$ cat src/rtl/cpu_seq_pkg.sv
// cpu_seq_pkg: state encoding and run-counter helpers shared by cpu_sequencer.
package cpu_seq_pkg;

  localparam int W_CYC = 16;

  typedef enum logic [3:0] {
    S_HDR_I   = 4'd0,
    S_LOAD_I  = 4'd1,
    S_HDR_D   = 4'd2,
    S_LOAD_D  = 4'd3,
    S_HDR_OB  = 4'd4,
    S_HDR_OL  = 4'd5,
    S_START   = 4'd6,
    S_RUN     = 4'd7,
    S_DUMP_RD = 4'd8,
    S_DUMP_TX = 4'd9,
    S_TRL_LO  = 4'd10,
    S_TRL_HI  = 4'd11
  } state_t;

  // Saturating increment: the run counter sticks at all-ones instead of wrapping.
  function automatic logic [W_CYC-1:0] sat_inc(input logic [W_CYC-1:0] v);
    if (v == {W_CYC{1'b1}}) begin
      return v;
    end else begin
      return v + {{(W_CYC-1){1'b0}}, 1'b1};
    end
  endfunction

endpackage

$ cat src/rtl/cpu_sequencer.sv
// cpu_sequencer: loads a program and operands from a host byte stream, runs
// the cpu once, then returns a DRAM window plus the run-cycle count.
module cpu_sequencer #(
  parameter int W_ADDR = 8,
  parameter int W_CYC  = 16
) (
  input  logic              clk,
  input  logic              rst,
  input  logic              s_valid,
  output logic              s_ready,
  input  logic [7:0]        s_data,
  output logic              m_valid,
  input  logic              m_ready,
  output logic [7:0]        m_data,
  output logic              cpu_start,
  input  logic              cpu_idle,
  input  logic [W_ADDR-1:0] cpu_iram_addr,
  input  logic              cpu_iram_write,
  output logic [15:0]       cpu_iram_dout,
  input  logic [W_ADDR-1:0] cpu_dram_addr,
  input  logic [7:0]        cpu_dram_din,
  input  logic              cpu_dram_write,
  output logic [7:0]        cpu_dram_dout,
  output logic [W_ADDR-1:0] iram_addr,
  output logic [15:0]       iram_din,
  output logic              iram_write,
  input  logic [15:0]       iram_dout,
  output logic [W_ADDR-1:0] dram_addr,
  output logic [7:0]        dram_din,
  output logic              dram_write,
  input  logic [7:0]        dram_dout,
  output logic              busy
);
  import cpu_seq_pkg::*;

  state_t              r_state;
  state_t              w_state_nxt;
  logic                r_s_ready;
  logic                r_busy;
  logic                r_cpu_start;
  logic [7:0]          r_cnt;
  logic                r_odd;
  logic [7:0]          r_opc;
  logic [7:0]          r_n_i;
  logic [7:0]          r_n_d;
  logic [7:0]          r_o_base;
  logic [7:0]          r_o_len;
  logic [W_CYC-1:0]    r_cyc;
  logic                r_rd_pend;
  logic                r_m_valid;
  logic [7:0]          r_m_data;
  logic                r_iram_we;
  logic [W_ADDR-1:0]   r_iram_addr;
  logic [15:0]         r_iram_din;
  logic                r_dram_we;
  logic [W_ADDR-1:0]   r_dram_addr;
  logic [7:0]          r_dram_din;

  logic                w_s_fire;
  logic                w_m_fire;
  logic                w_last_i;
  logic                w_last_d;
  logic                w_last_o;
  logic                w_cpu_own;
  logic [W_CYC-1:0]    w_cyc_inc;
  logic [W_ADDR-1:0]   w_seq_dram_addr;

  assign w_s_fire  = s_valid && r_s_ready;
  assign w_m_fire  = r_m_valid && m_ready;
  assign w_last_i  = (r_cnt == (r_n_i - 8'd1));
  assign w_last_d  = (r_cnt == (r_n_d - 8'd1));
  assign w_last_o  = (r_cnt == (r_o_len - 8'd1));
  assign w_cyc_inc = sat_inc(r_cyc);
  // The cpu owns both RAMs only while it is being started or is running.
  assign w_cpu_own = (r_state == S_START) || (r_state == S_RUN);

  // Dump reads walk the window from o_base and wrap at the top of DRAM.
  assign w_seq_dram_addr = (r_state == S_DUMP_RD) ?
                           (W_ADDR'(r_o_base) + W_ADDR'(r_cnt)) : r_dram_addr;

  assign iram_addr  = w_cpu_own ? cpu_iram_addr  : r_iram_addr;
  assign iram_din   = r_iram_din;
  assign iram_write = w_cpu_own ? cpu_iram_write : r_iram_we;
  assign dram_addr  = w_cpu_own ? cpu_dram_addr  : w_seq_dram_addr;
  assign dram_din   = w_cpu_own ? cpu_dram_din   : r_dram_din;
  assign dram_write = w_cpu_own ? cpu_dram_write : r_dram_we;

  assign cpu_iram_dout = iram_dout;
  assign cpu_dram_dout = dram_dout;

  assign s_ready   = r_s_ready;
  assign busy      = r_busy;
  assign cpu_start = r_cpu_start;
  assign m_valid   = r_m_valid;
  assign m_data    = r_m_data;

  // Next-state decode; the state only moves on a handshake or a cpu/read event.
  always_comb begin
    w_state_nxt = r_state;
    case (r_state)
      S_HDR_I: begin
        if (w_s_fire) w_state_nxt = (s_data == 8'd0) ? S_HDR_D : S_LOAD_I;
        else          w_state_nxt = r_state;
      end
      S_LOAD_I: begin
        if (w_s_fire && r_odd && w_last_i) w_state_nxt = S_HDR_D;
        else                               w_state_nxt = r_state;
      end
      S_HDR_D: begin
        if (w_s_fire) w_state_nxt = (s_data == 8'd0) ? S_HDR_OB : S_LOAD_D;
        else          w_state_nxt = r_state;
      end
      S_LOAD_D: begin
        if (w_s_fire && w_last_d) w_state_nxt = S_HDR_OB;
        else                      w_state_nxt = r_state;
      end
      S_HDR_OB: begin
        if (w_s_fire) w_state_nxt = S_HDR_OL;
        else          w_state_nxt = r_state;
      end
      S_HDR_OL: begin
        if (w_s_fire) w_state_nxt = S_START;
        else          w_state_nxt = r_state;
      end
      S_START: w_state_nxt = S_RUN;
      S_RUN: begin
        // r_cyc is still zero on the first run cycle, so idle is ignored there.
        if ((r_cyc != '0) && cpu_idle) w_state_nxt = (r_o_len == 8'd0) ? S_TRL_LO : S_DUMP_RD;
        else                           w_state_nxt = r_state;
      end
      S_DUMP_RD: begin
        if (r_rd_pend) w_state_nxt = S_DUMP_TX;
        else           w_state_nxt = r_state;
      end
      S_DUMP_TX: begin
        if (w_m_fire) w_state_nxt = w_last_o ? S_TRL_LO : S_DUMP_RD;
        else          w_state_nxt = r_state;
      end
      S_TRL_LO: begin
        if (w_m_fire) w_state_nxt = S_TRL_HI;
        else          w_state_nxt = r_state;
      end
      S_TRL_HI: begin
        if (w_m_fire) w_state_nxt = S_HDR_I;
        else          w_state_nxt = r_state;
      end
      default: w_state_nxt = S_HDR_I;
    endcase
  end

  // State register plus flags decoded from the next state so they line up with it.
  always_ff @(posedge clk) begin
    if (rst) begin
      r_state     <= S_HDR_I;
      r_s_ready   <= 1'b0;
      r_busy      <= 1'b0;
      r_cpu_start <= 1'b0;
    end else begin
      r_state     <= w_state_nxt;
      r_s_ready   <= w_state_nxt inside {S_HDR_I, S_LOAD_I, S_HDR_D, S_LOAD_D, S_HDR_OB, S_HDR_OL};
      r_busy      <= (w_state_nxt != S_HDR_I);
      r_cpu_start <= (w_state_nxt == S_START);
    end
  end

  // Datapath: header latches, load counter, RAM write pipeline, cycle counter, result byte.
  always_ff @(posedge clk) begin
    if (rst) begin
      r_cnt       <= 8'd0;
      r_odd       <= 1'b0;
      r_opc       <= 8'd0;
      r_n_i       <= 8'd0;
      r_n_d       <= 8'd0;
      r_o_base    <= 8'd0;
      r_o_len     <= 8'd0;
      r_cyc       <= '0;
      r_rd_pend   <= 1'b0;
      r_m_valid   <= 1'b0;
      r_m_data    <= 8'd0;
      r_iram_we   <= 1'b0;
      r_iram_addr <= '0;
      r_iram_din  <= 16'd0;
      r_dram_we   <= 1'b0;
      r_dram_addr <= '0;
      r_dram_din  <= 8'd0;
    end else begin
      r_iram_we <= 1'b0;
      r_dram_we <= 1'b0;
      r_rd_pend <= 1'b0;
      case (r_state)
        S_HDR_I: if (w_s_fire) begin
          r_n_i <= s_data;
          r_cnt <= 8'd0;
          r_odd <= 1'b0;
        end
        S_LOAD_I: if (w_s_fire) begin
          if (!r_odd) begin
            r_opc <= s_data;
            r_odd <= 1'b1;
          end else begin
            r_odd       <= 1'b0;
            r_iram_we   <= 1'b1;
            r_iram_addr <= W_ADDR'(r_cnt);
            r_iram_din  <= {s_data, r_opc};
            r_cnt       <= r_cnt + 8'd1;
          end
        end
        S_HDR_D: if (w_s_fire) begin
          r_n_d <= s_data;
          r_cnt <= 8'd0;
        end
        S_LOAD_D: if (w_s_fire) begin
          r_dram_we   <= 1'b1;
          r_dram_addr <= W_ADDR'(r_cnt);
          r_dram_din  <= s_data;
          r_cnt       <= r_cnt + 8'd1;
        end
        S_HDR_OB: if (w_s_fire) r_o_base <= s_data;
        S_HDR_OL: if (w_s_fire) r_o_len <= s_data;
        S_START: begin
          r_cyc <= '0;
          r_cnt <= 8'd0;
        end
        S_RUN: begin
          r_cyc <= w_cyc_inc;
          // Going straight to the trailer must carry this cycle's increment too.
          if (w_state_nxt == S_TRL_LO) begin
            r_m_valid <= 1'b1;
            r_m_data  <= w_cyc_inc[7:0];
          end
        end
        S_DUMP_RD: begin
          // First cycle presents the address; second cycle sees the synchronous read data.
          if (!r_rd_pend) begin
            r_rd_pend <= 1'b1;
          end else begin
            r_m_valid <= 1'b1;
            r_m_data  <= dram_dout;
          end
        end
        S_DUMP_TX: if (w_m_fire) begin
          if (w_last_o) begin
            r_m_data <= r_cyc[7:0];
          end else begin
            r_m_valid <= 1'b0;
            r_cnt     <= r_cnt + 8'd1;
          end
        end
        S_TRL_LO: if (w_m_fire) r_m_data <= r_cyc[15:8];
        S_TRL_HI: if (w_m_fire) r_m_valid <= 1'b0;
        default: begin
          r_m_valid <= 1'b0;
        end
      endcase
    end
  end

endmodule

$ cat config.mk
export PLATFORM = sky130hd
export DESIGN_NAME = cpu_sequencer
export DESIGN_NICKNAME = d
export VERILOG_FILES = /design/src/rtl/cpu_seq_pkg.sv /design/src/rtl/cpu_sequencer.sv
export SDC_FILE = /design/constraint.sdc
export NUM_CORES = 1
export LEC_CHECK = 0
export CORE_UTILIZATION = 54
export CTS_BUF_LIST = sky130_fd_sc_hd__clkbuf_4
export CTS_CLUSTER_SIZE = 28
export DETAILED_ROUTE_END_ITERATION = 8
export GPL_ROUTABILITY_DRIVEN = 0
export GPL_TIMING_DRIVEN = 0
export PLACE_DENSITY_LB_ADDON = 0.05
export SYNTH_ARGS = -nofsm -noshare
export SYNTH_HDL_FRONTEND = slang
export SYNTH_SLANG_ARGS = --single-unit
export TNS_END_PERCENT = 100
$ cat constraint.sdc
create_clock -name clk -period 3.3 [get_ports clk]
set_clock_uncertainty 0.2 [all_clocks]
set_input_delay 0.66 -clock clk [delete_from_list [all_inputs] [get_ports clk]]
set_output_delay 0.66 -clock clk [all_outputs]
set_load 0.05 [all_outputs]
==> flow_metrics.py, run 1 <==
metrics = {
    "cts": {
        "insertion_delay_ps": 570,
        "root_buffer": "clkbuf_4",
        "cts.htree.levels": 4,
        "cts_buffers": 17,
        "clock_path_buffers": 2,
        "cts.clk_slew.worst_paths_ps": 120,
        "cts_num_sinks": 124,
        "cts_tree": "yes",
    },
    "route": {
        "post_drt_wl_per_cell_um": 16.85,
        "drtPass1Iterations": 6,
        "wirelength_mm": 21.73,
        "initialDrtViolationCount": 709,
        "viasPerCell": 5.767,
        "post-route-drc-count": 0,
        "vias": 7439,
        "antenna_left": 0,
    },
    "place": {
        "io_buffers": 115,
        "place_area_um2": 8529,
        "placed_cells": 1251,
        "dpl.hpwl_mm": 15.30,
    },
    "synth": {
        "synth_area_um2": 7163,
        "yosysTopAreaCell": "dfxtp_1",
        "synth-main-ff-cell": "dfxtp_1",
        "syn_avg_cell_area_um2": 7.431,
        "synth_edf_count": 0,
        "yosysWarnings": 0,
        "synth_area_leaders": "dfxtp_1, nand2_1, a21oi_1",
        "yosysSeqAreaShare_pct": 34.66,
        "synth.distinct_cells": 71,
        "ys_top_cells_by_count": "nand2_1, dfxtp_1, a21oi_1",
        "async_flop_share_pct": 0,
        "ys_ff_latch": 124,
        "netlist_instances": 964,
        "yosysTopAreaCellShare_pct": 34.66,
        "synth_most_common_cell": "nand2_1",
        "synth_nets": 1041,
    },
    "layout": {
        "stdcell_count": 1290,
        "area_delta_synth_final_pct": 26.59,
        "final_nets": 1182,
        "final_core_util_pct": 70.99,
        "antennaDiodeCount": 0,
        "drive_gt1_share_pct": 13.24,
        "fin_area_um2": 9067,
    },
    "floorplanning": {
        "core_um2": 12770,
        "start_util_pct": 56.08,
        "die_h_um": 117.2,
        "pin_count": 141,
        "rows": 41,
        "die_w_um": 117.2,
        "dieArea_um2": 13730,
    },
    "worst_setup_path": {
        "required_ps": 2440,
        "crit_chain": "clkbuf_16 -> inv_4 -> fa_2 -> nor2b_2 -> o21ai_1 -> nand2b_1 -> a21o_1 -> a21oi_2 -> xnor2_1 -> mux2i_1 -> o21ai_1 -> buf_6",
        "critPathCaptureType": "output port",
        "crit_type": "reg -> out",
        "crit_top_cell": "o21ai_1",
        "worstPathArrival_ps": 2600,
        "cpPeakStageDelay_ps": 390,
        "critPathLaunchType": "register",
        "cp_max_fo": 2,
        "critPathTopFamily": "compound AO/OA/AOI/OAI gates",
        "path_buf_inv": 3,
        "slowest_stage": "fa_2",
    },
    "power_and_ir_drop": {
        "p_leak_nw": 3.372,
        "ir_worst_vdd_mv": 0.3312,
        "p_per_area_nw_per_um2": 339.9,
    },
    "outcome": {
        "outcome": "finished, violations left",
        "failed_checks": "negative setup slack",
    },
    "sta": {
        "worst_pin_slew_ps": 908.6,
        "relSlewSlack_pct": 39.20,
        "fin_crit_sh_pct": 105.0,
        "hold_viol_final": 0,
        "maxSlewViolCount": 0,
        "setup_viol": 4,
        "rsz0062_at_grt": "true",
        "fmax_ghz": 0.2887,
        "period_minus_slack_ps": 3464,
        "setup_ws_ps": -163.8,
    },
    "global_routing": {
        "grt_usage_pct": 32.46,
        "first_global_vias": 6622,
        "antenna_found_initial": 0,
        "grt_max_degree": 17,
        "grt_pass1_wl_mm": 33.51,
        "grt_overflow": 0,
    },
    "job": {
        "maxCapViolations": 0,
    },
    "worst_hold_path": {
        "hp-class": "in -> reg",
    },
}
## path summary, 6_finish.rpt
kind              slack (ps)  cells past startpoint                          end                   startpoint
setup / recovery        -160                     12                 dram_addr[6]        r_cnt[1]$_SDFFE_PP0P_
hold / removal           140                      2        r_state[0]$_SDFF_PP0_                          rst
setup reg to reg         190                     10       m_data[3]$_SDFFE_PP0P_      r_o_len[0]$_SDFFE_PP0P_
hold reg to reg          260                      2  r_dram_addr[4]$_SDFFE_PP0P_  r_dram_addr[4]$_SDFFE_PP0P_
## state kept, by name (all words and copies together), names as in the netlist, 4 cells and up
name         flops
m_data           8
r_n_d            8
r_dram_addr      8
r_o_len          8
r_o_base         8
r_cnt            8
r_cyc           16
iram_din        16
r_n_i            8
r_opc            8
r_iram_addr      8
r_state          4
r_dram_din       8
## kinds of logic (layout without fill, tap and decap cells)
logic type / Yosys count / in the layout / share of synthesized area [%]
AO/OA/AOI/OAI: 207 / 207 / 17.92
XOR/XNOR: 41 / 41 / 5.013
adder cells (fa/ha/maj): 14 / 14 / 2.550
buffers and inverters: 121 / 275 / 8.437
flip-flops: 124 / 124 / 34.66
multiplexers: 38 / 38 / 5.328
AND/OR/NAND/NOR: 419 / 419 / 26.10
## routing by layer
layer,track usage (%),up-vias,part of all wire [%],wire length [um]
li1,-,3588,-,-
met1,42.62,3468,42,9189
met2,50.98,351,46,9971
met3,8.857,32,9.5,2074
met4,11.98,0,2.3,500
met5,0,-,0,0
## cell usage in the layout, fill, tap and decap left out, types with 4 or more instances in the layout
cell type	count
ha_1	10
a21oi_1	91
nand4_1	9
bufinv_16	4
clkdlybuf4s15_2	8
dfxtp_2	4
xnor2_1	28
dfxtp_1	117
a22oi_1	7
o21ai_1	9
mux2i_1	37
inv_1	26
and3_1	7
o22ai_1	5
nor4b_1	5
a31oi_1	6
buf_4	37
clkbuf_8	4
nand3_1	35
nor2b_1	5
buf_6	10
a22o_1	4
clkbuf_4	24
nand2_1	211
nor4_1	7
a21o_1	5
xor2_1	13
o21ai_0	25
a211oi_1	6
buf_2	7
nor3_1	17
or3_1	6
or4_1	4
clkdlybuf4s50_1	89
nand2b_1	9
nor2_1	80
clkbuf_1	47
o32ai_1	8
a21oi_2	5
## power by group
part | switching, W | internal, W
registers | 0.0000111 | 0.00151
clock network | 0.000615 | 0.000598
logic | 0.000210 | 0.000142
total | 0.000837 | 0.00225
## through the flow
stage / TNS, ps / setup slack [ps] / hold WS [ps] / total power (W)
floorplan: -98.58 / -98.58 / 231.3 / 0.001761
global placement: -18220 / -748.9 / 239.6 / 0.001889
detailed placement: -18420 / -766.1 / 245.2 / 0.001892
CTS: -4647 / -215.4 / 117.6 / 0.003084
global route: -1881 / -321.8 / 122.4 / 0.003175
finish: -400.6 / -163.8 / 138.8 / 0.003082
## area by class of cell
cell class	count	area (um2)
plain buffers	91	545.5
inverters	28	107.6
well taps	172	215.2
flip-flops and latches	124	2499
repair buffers	124	1204
clock buffers	17	127.6
multi-input cells	719	4173
clock inverters	15	196.4
fillers	1120	3706
## timing repair
| item | CTS | global route |
|---|---|---|
| hold buffers | 0 | 0 |
| pin swaps | 4 | 17 |
| gates resized for setup | 139 | 60 |
| setup buffers | 9 | 3 |
| cloned | 0 | 0 |
| endpoints found under the setup margin | 34 | 34 |
Power figures use the tool's default switching activity.
==> inputs of run 2 (changes only) <==
--- a/config.mk
+++ b/config.mk
@@ -10,7 +10,6 @@
 export CTS_CLUSTER_SIZE = 28
 export DETAILED_ROUTE_END_ITERATION = 8
 export GPL_ROUTABILITY_DRIVEN = 0
-export GPL_TIMING_DRIVEN = 0
 export PLACE_DENSITY_LB_ADDON = 0.05
 export SYNTH_ARGS = -nofsm -noshare
 export SYNTH_HDL_FRONTEND = slang
==> flow_metrics.py, run 2 (synthesized netlist as in run 1, its figures left out) <==
metrics = {
    "sta": {
        "relSlewSlack_pct": 38.38,
        "maxSlewViolCount": 0,
        "worst_pin_slew_ps": 924.3,
        "rsz0062_at_grt": "true",
        "setup_viol": 4,
        "fmax_ghz": 0.2923,
        "setup_ws_ps": -120.6,
        "period_minus_slack_ps": 3421,
        "finalSetupTns_ps": -244.5,
        "fin_crit_sh_pct": 103.7,
        "hold_viol_final": 0,
    },
    "layout": {
        "fin_area_um2": 8881,
        "final_cell_mix": "nand2_1, dfxtp_1, a21oi_1",
        "final_common_cell": "nand2_1",
        "seq_area_um2": 2490,
        "drive_gt1_share_pct": 14.49,
        "n_fill_cell": 1073,
        "final_core_util_pct": 69.53,
        "antennaDiodeCount": 0,
        "multi_input_comb_area_um2": 4178,
        "final_nets": 1134,
        "area_delta_synth_final_pct": 23.98,
    },
    "worst_setup_path": {
        "r2r_end": "m_data[3]$_SDFFE_PP0P_",
        "cp_max_fo": 2,
        "critPathLaunchType": "register",
        "cpPeakStageDelay_ps": 370,
        "critPathCaptureType": "output port",
        "r2r_setup_slack_ps": 220,
        "crit_chain": "ha_4 -> inv_2 -> fa_2 -> nor2b_2 -> o21ai_1 -> nand2b_1 -> a21o_1 -> a21oi_2 -> xnor2_1 -> mux2i_1 -> o21ai_2 -> buf_12",
        "worstReg2RegStart": "r_o_len[0]$_SDFFE_PP0P_",
        "worstPathArrival_ps": 2560,
        "crit_type": "reg -> out",
        "slowest_stage": "dfxtp_2",
        "reg2regPathDepth": 10,
        "required_ps": 2440,
    },
    "cts": {
        "cts_num_sinks": 124,
        "cts.htree.levels": 4,
        "root_buffer": "clkbuf_4",
        "cts_buffers": 17,
        "cts.clk_slew.worst_paths_ps": 120,
        "insertion_delay_ps": 560,
        "clock_path_buffers": 2,
        "cts_tree": "yes",
    },
    "place": {
        "dp_slack_ps": -173.5,
        "dpl.hpwl_mm": 14.38,
        "io_buffers": 108,
        "place_area_um2": 8361,
    },
    "power_and_ir_drop": {
        "ir_worst_vdd_mv": 0.5234,
        "p_leak_nw": 3.356,
        "power_w": 0.003011,
        "p_per_area_nw_per_um2": 339.0,
    },
    "floorplanning": {
        "die_h_um": 117.2,
        "die_w_um": 117.2,
        "pin_count": 141,
        "rows": 41,
        "core_um2": 12770,
        "dieArea_um2": 13730,
        "start_util_pct": 56.08,
    },
    "route": {
        "post_drt_wl_per_cell_um": 16.30,
        "viasPerCell": 5.688,
        "vias": 7065,
        "antenna_left": 0,
        "initialDrtViolationCount": 736,
        "wirelength_mm": 20.24,
        "drtPass1Iterations": 5,
        "post-route-drc-count": 0,
    },
    "job": {
        "maxCapViolations": 0,
    },
    "outcome": {
        "outcome": "finished, violations left",
        "failed_checks": "negative setup slack",
    },
    "global_routing": {
        "first_global_vias": 6215,
        "grt_overflow": 0,
        "antenna_found_initial": 0,
        "grt_usage_pct": 30.58,
        "grt_pass1_wl_mm": 31.86,
        "grt_max_degree": 91,
    },
    "worst_hold_path": {
        "hp-class": "reg -> reg",
        "whs_path_depth": 2,
        "min_to": "iram_din[4]$_SDFFE_PP0P_",
        "min_from": "r_opc[4]$_SDFFE_PP0P_",
    },
}
[run 2: changes by cell type in the layout (fill, tap and decap cells not counted), sizes merged]
| cell | delta |
|---|---|
| clkbuf | -60 |
| buf | +31 |
| clkdlybuf4s15 | -8 |
| clkdlybuf4s50 | -8 |
| clkdlybuf4s18 | -2 |
| clkinv | -2 |
| clkinvlp | +1 |
[run 2: how the worst max path moves through the flow]
stage	start	end	slack [ps]	cells after the start
after floorplan	r_cnt[1]$_SDFFE_PP0P_	dram_addr[6]	-100	11
after global placement	s_data[6]	m_valid$_SDFFE_PP0P_	-170	10
after detailed placement	s_data[6]	m_valid$_SDFFE_PP0P_	-170	10
after CTS	r_cnt[0]$_SDFFE_PP0P_	dram_addr[6]	-180	12
after global routing	r_cnt[0]$_SDFFE_PP0P_	dram_addr[6]	-320	12
final	r_cnt[0]$_SDFFE_PP0P_	dram_addr[6]	-120	12
[run 2: stage by stage]
step | instances | hold WS, ps
2_1_floorplan | 964 | 231.3
3_3_place_gp | 1199 | 239.7
3_5_place_dp | 1199 | 247.2
4_1_cts | 1241 | 233.2
5_1_grt | 1242 | 261.5
6_report | 1242 | 258.7
[run 2: area by class of cell]
cell class	instances	share of cell area, %
repair buffers	167	17.61
flip-flops and latches	124	28.04
clock inverters	14	2.184
multi-input cells	719	47.04
clock buffers	18	1.522
well taps	172	2.423
inverters	28	1.183
[run 2: layer usage]
metal	share of wire [%]	track usage [%]	up-vias	wire, um
li1	-	-	3492	-
met1	44	42.50	3250	8974
met2	45	45.65	290	9079
met3	9.2	7.981	33	1860
met4	1.6	10.80	0	328
met5	0	0	-	0
[run 2: worst max-delay path: cells and delay by family, from the launching register on]
kind	cells	cell delay [ps]
muxes	1	110
and+or+nand+nor	2	240
DFF	1	370
AOI/OAI and AO/OA	4	460
adders and majority gates	2	480
xor gates and xnor gates	1	160
buffers and inverters	2	200
[run 2: what timing repair did]
item | 4_1_cts | 5_1_grt
setup endpoints to repair | 5 | 17
pin swaps | 5 | 10
hold buffers | 0 | 0
setup buffers | 10 | 4
resized for setup | 20 | 9
hold endpoints to repair | 0 | 0
[run 2: power by group]
group | internal, W | switching, W
clock network | 0.000609 | 0.000604
logic | 0.000123 | 0.000154
registers | 0.00151 | 0.0000135
==> inputs of run 3 (changes only) <==
--- a/config.mk
+++ b/config.mk
@@ -7,9 +7,9 @@
 export LEC_CHECK = 0
 export CORE_UTILIZATION = 54
 export CTS_BUF_LIST = sky130_fd_sc_hd__clkbuf_4
-export CTS_CLUSTER_SIZE = 28
+export CTS_CLUSTER_SIZE = 16
 export DETAILED_ROUTE_END_ITERATION = 8
-export GPL_ROUTABILITY_DRIVEN = 0
+export GPL_ROUTABILITY_DRIVEN = 1
 export PLACE_DENSITY_LB_ADDON = 0.05
 export SYNTH_ARGS = -nofsm -noshare
 export SYNTH_HDL_FRONTEND = slang
==> flow_metrics.py, run 3 (synthesized netlist as in run 1, its figures left out) <==
metrics = {
    "worst_setup_path": {
        "r2r_end": "m_data[2]$_SDFFE_PP0P_",
        "r2r_setup_slack_ps": 200,
        "worstReg2RegStart": "r_o_len[0]$_SDFFE_PP0P_",
        "critPathTopFamily": "compound AO/OA/AOI/OAI gates",
        "cp-endpoint": "dram_addr[6]",
        "critPathLaunchType": "register",
        "worstPathArrival_ps": 2510,
        "required_ps": 2440,
        "cp.depth": 10,
        "cp_max_fo": 3,
        "reg2regPathDepth": 10,
        "slowest_stage": "dfxtp_1",
        "worstSetupStartpoint": "r_cnt[2]$_SDFFE_PP0P_",
        "cpPeakStageDelay_ps": 340,
        "crit_chain": "ha_1 -> nor2b_2 -> o21ai_1 -> nand2b_1 -> a21o_1 -> a21oi_2 -> xnor2_1 -> mux2i_1 -> o21ai_2 -> buf_12",
        "path_buf_inv": 1,
        "critPathCaptureType": "output port",
        "crit_type": "reg -> out",
    },
    "power_and_ir_drop": {
        "power_w": 0.002841,
        "ir_worst_vdd_mv": 0.2386,
        "p_per_area_nw_per_um2": 324.2,
        "p_leak_nw": 3.313,
    },
    "sta": {
        "worst_pin_slew_ps": 868.1,
        "setup_viol": 3,
        "maxSlewViolCount": 0,
        "hold_viol_final": 0,
        "fin_crit_sh_pct": 102.1,
        "finalSetupTns_ps": -88.69,
        "fmax_ghz": 0.2967,
        "setup_ws_ps": -70.10,
        "relSlewSlack_pct": 42.13,
        "rsz0062_at_grt": "true",
        "period_minus_slack_ps": 3370,
        "hold_ws_ps": 256.0,
    },
    "cts": {
        "cts_num_sinks": 124,
        "cts_tree": "yes",
        "cts_hold_buf": 0,
        "cts_buffers": 17,
        "insertion_delay_ps": 550,
        "clock_path_buffers": 2,
        "cts.htree.levels": 4,
        "cts.clk_slew.worst_paths_ps": 110,
        "root_buffer": "clkbuf_4",
    },
    "global_routing": {
        "grt_pass1_wl_mm": 31.81,
        "grt_max_degree": 85,
        "grt_overflow": 0,
        "antenna_found_initial": 0,
        "first_global_vias": 6111,
        "grt_usage_pct": 30.79,
    },
    "layout": {
        "n_fill_cell": 1106,
        "area_delta_synth_final_pct": 22.31,
        "antennaDiodeCount": 0,
        "seq_area_um2": 2496,
        "final_cell_mix": "nand2_1, dfxtp_1, a21oi_1",
        "final_core_util_pct": 68.59,
        "drive_gt1_share_pct": 13.73,
        "final_common_cell": "nand2_1",
        "fin_area_um2": 8761,
        "multi_input_comb_area_um2": 4155,
        "final_nets": 1128,
    },
    "outcome": {
        "outcome": "finished, violations left",
        "failed_checks": "negative setup slack",
    },
    "floorplanning": {
        "rows": 41,
        "core_um2": 12770,
        "dieArea_um2": 13730,
        "die_h_um": 117.2,
        "pin_count": 141,
        "start_util_pct": 56.08,
        "die_w_um": 117.2,
    },
    "route": {
        "drtPass1Iterations": 6,
        "m1WireLength_mm": 9.632,
        "post-route-drc-count": 0,
        "wirelength_mm": 20.77,
        "post_drt_wl_per_cell_um": 16.82,
        "top_layer_used": "met4",
        "antenna_left": 0,
        "met2_length_mm": 9.223,
        "wl_met3_mm": 1.670,
        "viasPerCell": 5.707,
        "vias": 7048,
        "initialDrtViolationCount": 728,
    },
    "place": {
        "place_area_um2": 8368,
        "routabilityCongestion": 0.9007,
        "dpl.hpwl_mm": 14.63,
        "io_buffers": 108,
    },
    "worst_hold_path": {
        "hp-class": "reg -> reg",
    },
    "job": {
        "maxCapViolations": 0,
    },
}
run 3: cell types whose count changed in the layout (fill, tap and decap cells not counted), moves of 2 or more:
| cell | before | now |
|---|---|---|
| clkinvlp_4 | 4 | 2 |
| bufinv_16 | 4 | 2 |
| dfxtp_4 | 1 | 3 |
| clkinv_2 | 1 | 3 |
| buf_4 | 76 | 71 |
run 3: final cells by class:
type                    instances  area share [%]
multi-input cells             719           47.43
flip-flops and latches        124           28.49
repair buffers                161           17.30
well taps                     172           2.456
clock inverters                14           1.671
clock buffers                  17           1.457
inverters                      28           1.200
run 3: where the power goes:
| group | internal [W] | leakage (nW) | switching, W | total, W |
|---|---|---|---|---|
| Sequential | 0.00151 | 1.00 | 0.0000150 | 0.00152 |
| Combinational | 0.000123 | 2.16 | 0.000153 | 0.000276 |
| Clock | 0.000446 | 0.146 | 0.000598 | 0.00104 |
run 3: worst min-delay path by stage:
stage,from,end,slack (ps),cells after the start
5_1_grt,r_dram_addr[3]$_SDFFE_PP0P_,r_dram_addr[3]$_SDFFE_PP0P_,280,2
6_report,r_dram_addr[7]$_SDFFE_PP0P_,r_dram_addr[7]$_SDFFE_PP0P_,260,2
2_1_floorplan,r_opc[0]$_SDFFE_PP0P_,iram_din[0]$_SDFFE_PP0P_,230,2
3_3_place_gp,r_dram_addr[7]$_SDFFE_PP0P_,r_dram_addr[7]$_SDFFE_PP0P_,240,2
3_5_place_dp,r_opc[0]$_SDFFE_PP0P_,iram_din[0]$_SDFFE_PP0P_,240,2
4_1_cts,r_dram_addr[7]$_SDFFE_PP0P_,r_dram_addr[7]$_SDFFE_PP0P_,260,2
run 3: worst reg2reg max path: stages, from the launching register on:
cell	delay, ps
dfxtp_1	410
inv_1	60
ha_1	240
nor2b_1	140
or3_1	340
a31oi_1	160
nand4_1	250
o31a_1	410
a211o_1	360
a21oi_4	290
o32ai_1	120
run 3: metal layers:
metal	up-vias	global-route usage (%)
li1	3462	-
met4	0	9.367
met2	280	45.18
met5	-	0
met1	3282	44.81
met3	24	6.694
run 3: repair_timing:
action,CTS,global route
pin swaps,8,15
buffers inserted,3,1
endpoints found under the setup margin,8,4
gates resized for setup,18,10
run 3: through the flow:
stage | std cells | worst slack (ps)
3_3_place_gp | 1200 | -148.6
6_report | 1235 | -70.10
2_1_floorplan | 964 | -98.58
5_1_grt | 1235 | -229.6
4_1_cts | 1234 | -176.9
3_5_place_dp | 1200 | -222.1
==> RTL edit 1 (settings of run 1) <==
The parameter `W_ADDR` goes from 8 to 9.
--- a/src/rtl/cpu_sequencer.sv
+++ b/src/rtl/cpu_sequencer.sv
@@ -1,7 +1,7 @@
 // cpu_sequencer: loads a program and operands from a host byte stream, runs
 // the cpu once, then returns a DRAM window plus the run-cycle count.
 module cpu_sequencer #(
-  parameter int W_ADDR = 8,
+  parameter int W_ADDR = 9,
   parameter int W_CYC  = 16
 ) (
   input  logic              clk,
Interface: changed (resized cpu_dram_addr, cpu_iram_addr, dram_addr and iram_addr); port bits go from 141 to 145. The function was not compared with the original's and may differ.
==> RTL edit 1 against run 1 <==
- the flow still finishes with violations (negative setup slack)
- wire length is 1.8% lower
- total power is 2.7% lower
- first-iteration DRC count is 11% lower
- critical path type unchanged
- synthesized area is 1.2% lower
- synthesized cell count is 1.2% lower
- count of clock-buffer cells in the layout is 3 higher
- highest routed layer unchanged
- design area is 1.1% lower
- cell count is 0.39% lower
- sequential cell count stayed put
- die area is 1.2% lower
- worst setup slack worse by 0.051 ns
- clock power is 6% lower
- maximum frequency is 1.4% lower
==> RTL edit 1: results (changes against run 1) <==
* Largest stage delay on the critical path: 0.43 ns (+0.04 ns)
- The data-path buffer share of cell area in the final layout is 19.3% (about the same).
* Post-layout util: 70.5% (-0.49 points)
- Worst voltage drop across the vdd grid: 421 µV (+27%)
- Most area-consuming cells after synthesis: dfxtp_1 (35%), nand2_1 (10%), a21oi_1 (7.1%)
- The worst hold path terminates at r_state[2].
* Placed Cells: 1,243 (-0.64%)
- Arithmetic-cell share of the synthesized area counting full adders, half adders and majority gates: 2.76% (+0.21 points)
- Clock network area share: 3.31% (-0.27 points)
- Number of port buffers: 119 (+3.5%)
- Sequential Power Share: 50.6% (+1.4 points)
- The proportion of cell area occupied by multi-input gates was 46.3% (+0.31 points).
* Critical R2R Capture: m_data[7]
- Worst slack at placement: -0.862 ns (-0.0960 ns)
- Largest family of logic cells by synthesized area: simple AND/OR/NAND/NOR gates
- The area of all sequential standard cells is 0.00250 mm² (about the same).
- Number of cells in the finished layout apart from fillers: 1,285 (-0.39%)
- The total leakage power was 3.45 nW (+2.2%).
- Run status: finished with violations
* Share of cell area taken by muxes after synthesis: 5.94% (+0.61 points)
- The final-report setup violation count was 6 (+2).
- The slew at the pin closest to its max-slew limit is 0.837 ns (-0.0717 ns).
- The multi-input combinational cell count came to 715 (-0.56%).
* Launch point of the critical path: r_cnt[1]
* Crit path setup slack, layout: -0.214 ns (-0.0507 ns)
- The post-synthesis share of cell area spent on xor and xnor gates came to 5.45% (+0.43 points).
* Share of the synthesized area in compound gates (AO/OA/AOI/OAI): 15.8% (-2.2 points)
- The non-clock buffer total of the final layout was 223 (+3.7%).
- Number of cells produced by synthesis: 952 (-1.2%)
- Layout clock buffers: 20 (+3)
- Post-detailed-route wirelength per cell: 16.6 µm (-1.5%)
* Violated checks: negative setup slack
- The global-route wire length before repair came to 33,200 µm (-1.0%).
* Fill count: 1,142 (+2.0%)
- 1st-iter DRT viols: 631 (-11%)
- The share of total power in combinational logic is 11.2% (-0.2 points).
* Share of synthesized area occupied by flip-flops and latches: 35.1% (+0.42 points)
- Source of the worst register-to-register timing path: r_cyc[0]
* Crit path max-delay cell type: fa_2
- The share of cells above drive strength 1 was 13.7% (+0.51 points).
- HPWL reported at the end of detailed placement: 15,200 µm (-0.63%)
- Power Internal: 2.19 mW (-2.5%)
## RTL edit 1: changes by cell type after synthesis, moves of 6 or more
cell | run 1 | this run
nor2_1 | 82 | 93
nand2_1 | 212 | 195
inv_1 | 28 | 19
and2_1 | 2 | 9
o32ai_1 | 8 | 1
buf_2 | 1 | 7
## RTL edit 1: what timing repair did
item / 4_1_cts / 5_1_grt
endpoints found under the setup margin: 28 / 37
pin swaps: 13 / 16
resized for setup: 190 / 43
setup buffers: 9 / 3
cloned: 0 / 0
## RTL edit 1: through the flow
step,area (µm²),hold WS (ns),setup TNS [ns],power (mW)
2_1_floorplan,7080,0.231,-0.422,1.75
3_3_place_gp,8480,0.241,-27.81,1.88
3_5_place_dp,8480,0.247,-27.79,1.88
4_1_cts,8850,0.0894,-0.700,3.00
5_1_grt,8970,0.114,-1.60,3.10
6_report,8970,0.115,-0.817,3.00
## RTL edit 1: per-layer routing
layer	track usage, %	share of wire (%)
met1	44.6	44
met2	49.7	45
met3	7.63	8.8
met4	12.2	2.3
met5	0	0
==> RTL edit 2 (settings of run 1) <==
Without the edit above. Reset style: asynchronous (`rst`), changed in 2 clocked blocks.
--- a/src/rtl/cpu_sequencer.sv
+++ b/src/rtl/cpu_sequencer.sv
@@ -149,7 +149,7 @@
   end
 
   // State register plus flags decoded from the next state so they line up with it.
-  always_ff @(posedge clk) begin
+  always_ff @(posedge clk or posedge rst) begin
     if (rst) begin
       r_state     <= S_HDR_I;
       r_s_ready   <= 1'b0;
@@ -164,7 +164,7 @@
   end
 
   // Datapath: header latches, load counter, RAM write pipeline, cycle counter, result byte.
-  always_ff @(posedge clk) begin
+  always_ff @(posedge clk or posedge rst) begin
     if (rst) begin
       r_cnt       <= 8'd0;
       r_odd       <= 1'b0;
Formal check against the unedited RTL: differs if rst is asserted again (counterexample within 4 cycles, from zero or initial values and one cycle with rst high); with rst held inactive, the same outputs for 4 cycles.
==> RTL edit 2 against run 1 <==
- the flow still finishes with violations (negative setup slack)
- design area is 3.5% higher
- cell count is 10% lower
- critical endpoint is now dram_addr[7]
- wire length is 2.6% lower
- worst setup slack worse by 0.0061 ns
- synthesized cell count is 15% lower
- synthesized area is 4.3% higher
- via count is 7.9% lower
- sequential cell count stayed put
Power is not compared: it rests on default switching activity, and its combinational part moved more than twofold at a synthesized area within 25%.
==> RTL edit 2: results (changes against run 1) <==
* Portion of the layout cell area used by non-clock buffers: 17.7% (-1.6 points)
- Violated checks: negative setup slack
* Type of the most critical hold path: primary input to async pin
- Most common flop cell mapped by yosys: dfrtp_1
- Number of antenna cells inserted: 1 (+1)
- Leading power group: combinational logic
- Clk pwr share: 12.7%
- Share of cells above drive strength 1: 22.2% (+8.9 points)
- 1st-iter DRT viols: 674 (-4.9%)
- Total via count in the routed design: 6,853 (-7.9%)
- Critical-path maximum fanout: 3 (+1)
* Number of nets in the finished design: 1,048 (-11%)
* Count of buffers not belonging to the clock network in the layout: 199 (-7.4%)
- The total cell area at the placement stage was 0.00899 mm² (+5.4%).
* First-pass GRT wire length: 33,900 µm (+1.1%)
- The count of different cell masters after synthesis came to 72 (+1.4%).
* Run status: finished with violations
- Number of port buffers: 124 (+7.8%)
- WL met3: 1350 µm (-35%)
- Synth Net Count: 894 (-14%)
- Largest stage delay on the critical path: 0.44 ns (+0.05 ns)
* Latest clock arrival within the worst-skew pair: 0.56 ns
- Crit path max-delay cell type: dfrtp_1
- The met2 demand-to-capacity share in global routing is 51.8% (+0.83 points).
* Total iterations of the first detailed-routing run: 5 (-1)
* Static power due to leakage: 4.27 nW
- The average cell area after synthesis was 9.14 µm² (+23%).
- Warnings from Yosys: 0 (unchanged)
- Critical path data arrival time: 2.61 ns (about the same)
* Met2 WL: 10,500 µm (+5.5%)
* Met1 routed wirelength after detailed routing: 8710 µm (-5.3%)
- Multi-input combinational cell count: 606 (-16%)
* Overall fraction of global-route tracks in use: 30.5% (-1.9 points)
- Post-synth top cells: nand2_1 (176), dfrtp_1 (124), mux2_2 (67)
- The number of clock buffer instances in the layout came to 17 (unchanged).
- HPWL reported at the end of detailed placement: 15,500 µm (+1.1%)
* Share of power burned in combinational logic: 56.5%
* Met1 track utilization from global routing: 37.8% (-4.8 points)
- The number of logic inverters in the finished layout came to 23 (-18%).
* Highest routed layer: met4
* Fill count: 1,071 (-4.4%)
- Clock slew seen by the registers of the worst setup and hold paths: 0.13 ns
- For this design the ratio of total power to cell area is roughly 900 mW/mm².
* Total routed wirelength: 21,200 µm (-2.6%)
- The clock distribution area overhead in the final layout was 3.00% (-0.58 points).
- The met3 demand-to-capacity share in global routing came to 6.65% (-2.2 points).
- Most area-consuming cells after synthesis: dfrtp_1 (42%), mux2_2 (10%), nand2_1 (8.8%)
- Number of antenna violations at the first check in global routing: 1 (+1)
- The via count of the first global-routing pass came to 6,776 (+2.3%).
- Area occupied by registers: 0.00310 mm² (+24%)
- Share of synthesized area occupied by flip-flops and latches: 41.5% (+6.9 points)
- The clock tree buffer depth is 2 (unchanged).
- The setup slack at placement is -0.663 ns (+0.103 ns).
- Largest net degree at the start of global routing: 42 (+25)
- Slew at the pin with the worst max-slew slack: 0.941 ns (+0.0324 ns)
- The share of async-settable or async-resettable flops after synthesis was 100% (+100 points).
- Switch Pwr: 4.09 mW
- The proportion of cell area occupied by multi-input gates is 42.9% (-3.1 points).
* Final number of setup-violating endpoints: 3 (-1)
* Crit path setup slack, layout: -0.170 ns (-0.00609 ns)
[RTL edit 2: per-stage QoR]
stage | TNS (ns) | utilization [%] | cells
floorplan | -0.0277 | - | 817
global placement | -34.43 | 66.9 | 1117
detailed placement | -12.24 | 67.4 | 1120
CTS | -0.489 | 70.3 | 1159
global route | -0.965 | 70.3 | 1161
finish | -0.347 | 70.3 | 1161
[RTL edit 2: what timing repair did]
| action | CTS | global route |
|---|---|---|
| pin swaps | 9 | 5 |
| setup buffers | 8 | 3 |
| gates resized for setup | 140 | 60 |
| endpoints found under the setup margin | 26 | 33 |
| cloned | 0 | 0 |
| hold buffers | 0 | 0 |
[RTL edit 2: cells by family (layout without fill, tap and decap cells)]
group | Yosys count | after routing | synth area share (%)
muxes | 72 | 72 | 10.8
and+or+nand+nor | 337 | 337 | 21.7
buffers and inverters | 87 | 254 | 5.71
adders and majority gates | 14 | 14 | 2.45
DFF | 124 | 124 | 41.5
xor gates and xnor gates | 38 | 38 | 4.46
AOI/OAI and AO/OA | 145 | 145 | 13.3
other | 0 | 1 | 0
[RTL edit 2: final timing paths]
path,startpoint,endpoint,slack [ns],cells after the start
setup reg to reg,r_state[0],r_dram_addr[7],0.27,5
setup / recovery,r_cnt[1],dram_addr[7],-0.17,8
max in group asynchronous,rst,r_cyc[5],1.61,5
min in group clk,r_opc[2],iram_din[2],0.28,2
hold reg to reg,r_opc[2],iram_din[2],0.28,2
hold / removal,rst,r_opc[5],0.22,2
[RTL edit 2: critical path, delay by kind of cell (launching register included)]
| family | cells | cell delay, ns |
|---|---|---|
| and+or+nand+nor | 1 | 0.10 |
| adders and majority gates | 1 | 0.28 |
| buffers and inverters | 1 | 0.17 |
| DFF | 1 | 0.44 |
| AOI/OAI and AO/OA | 5 | 1.08 |
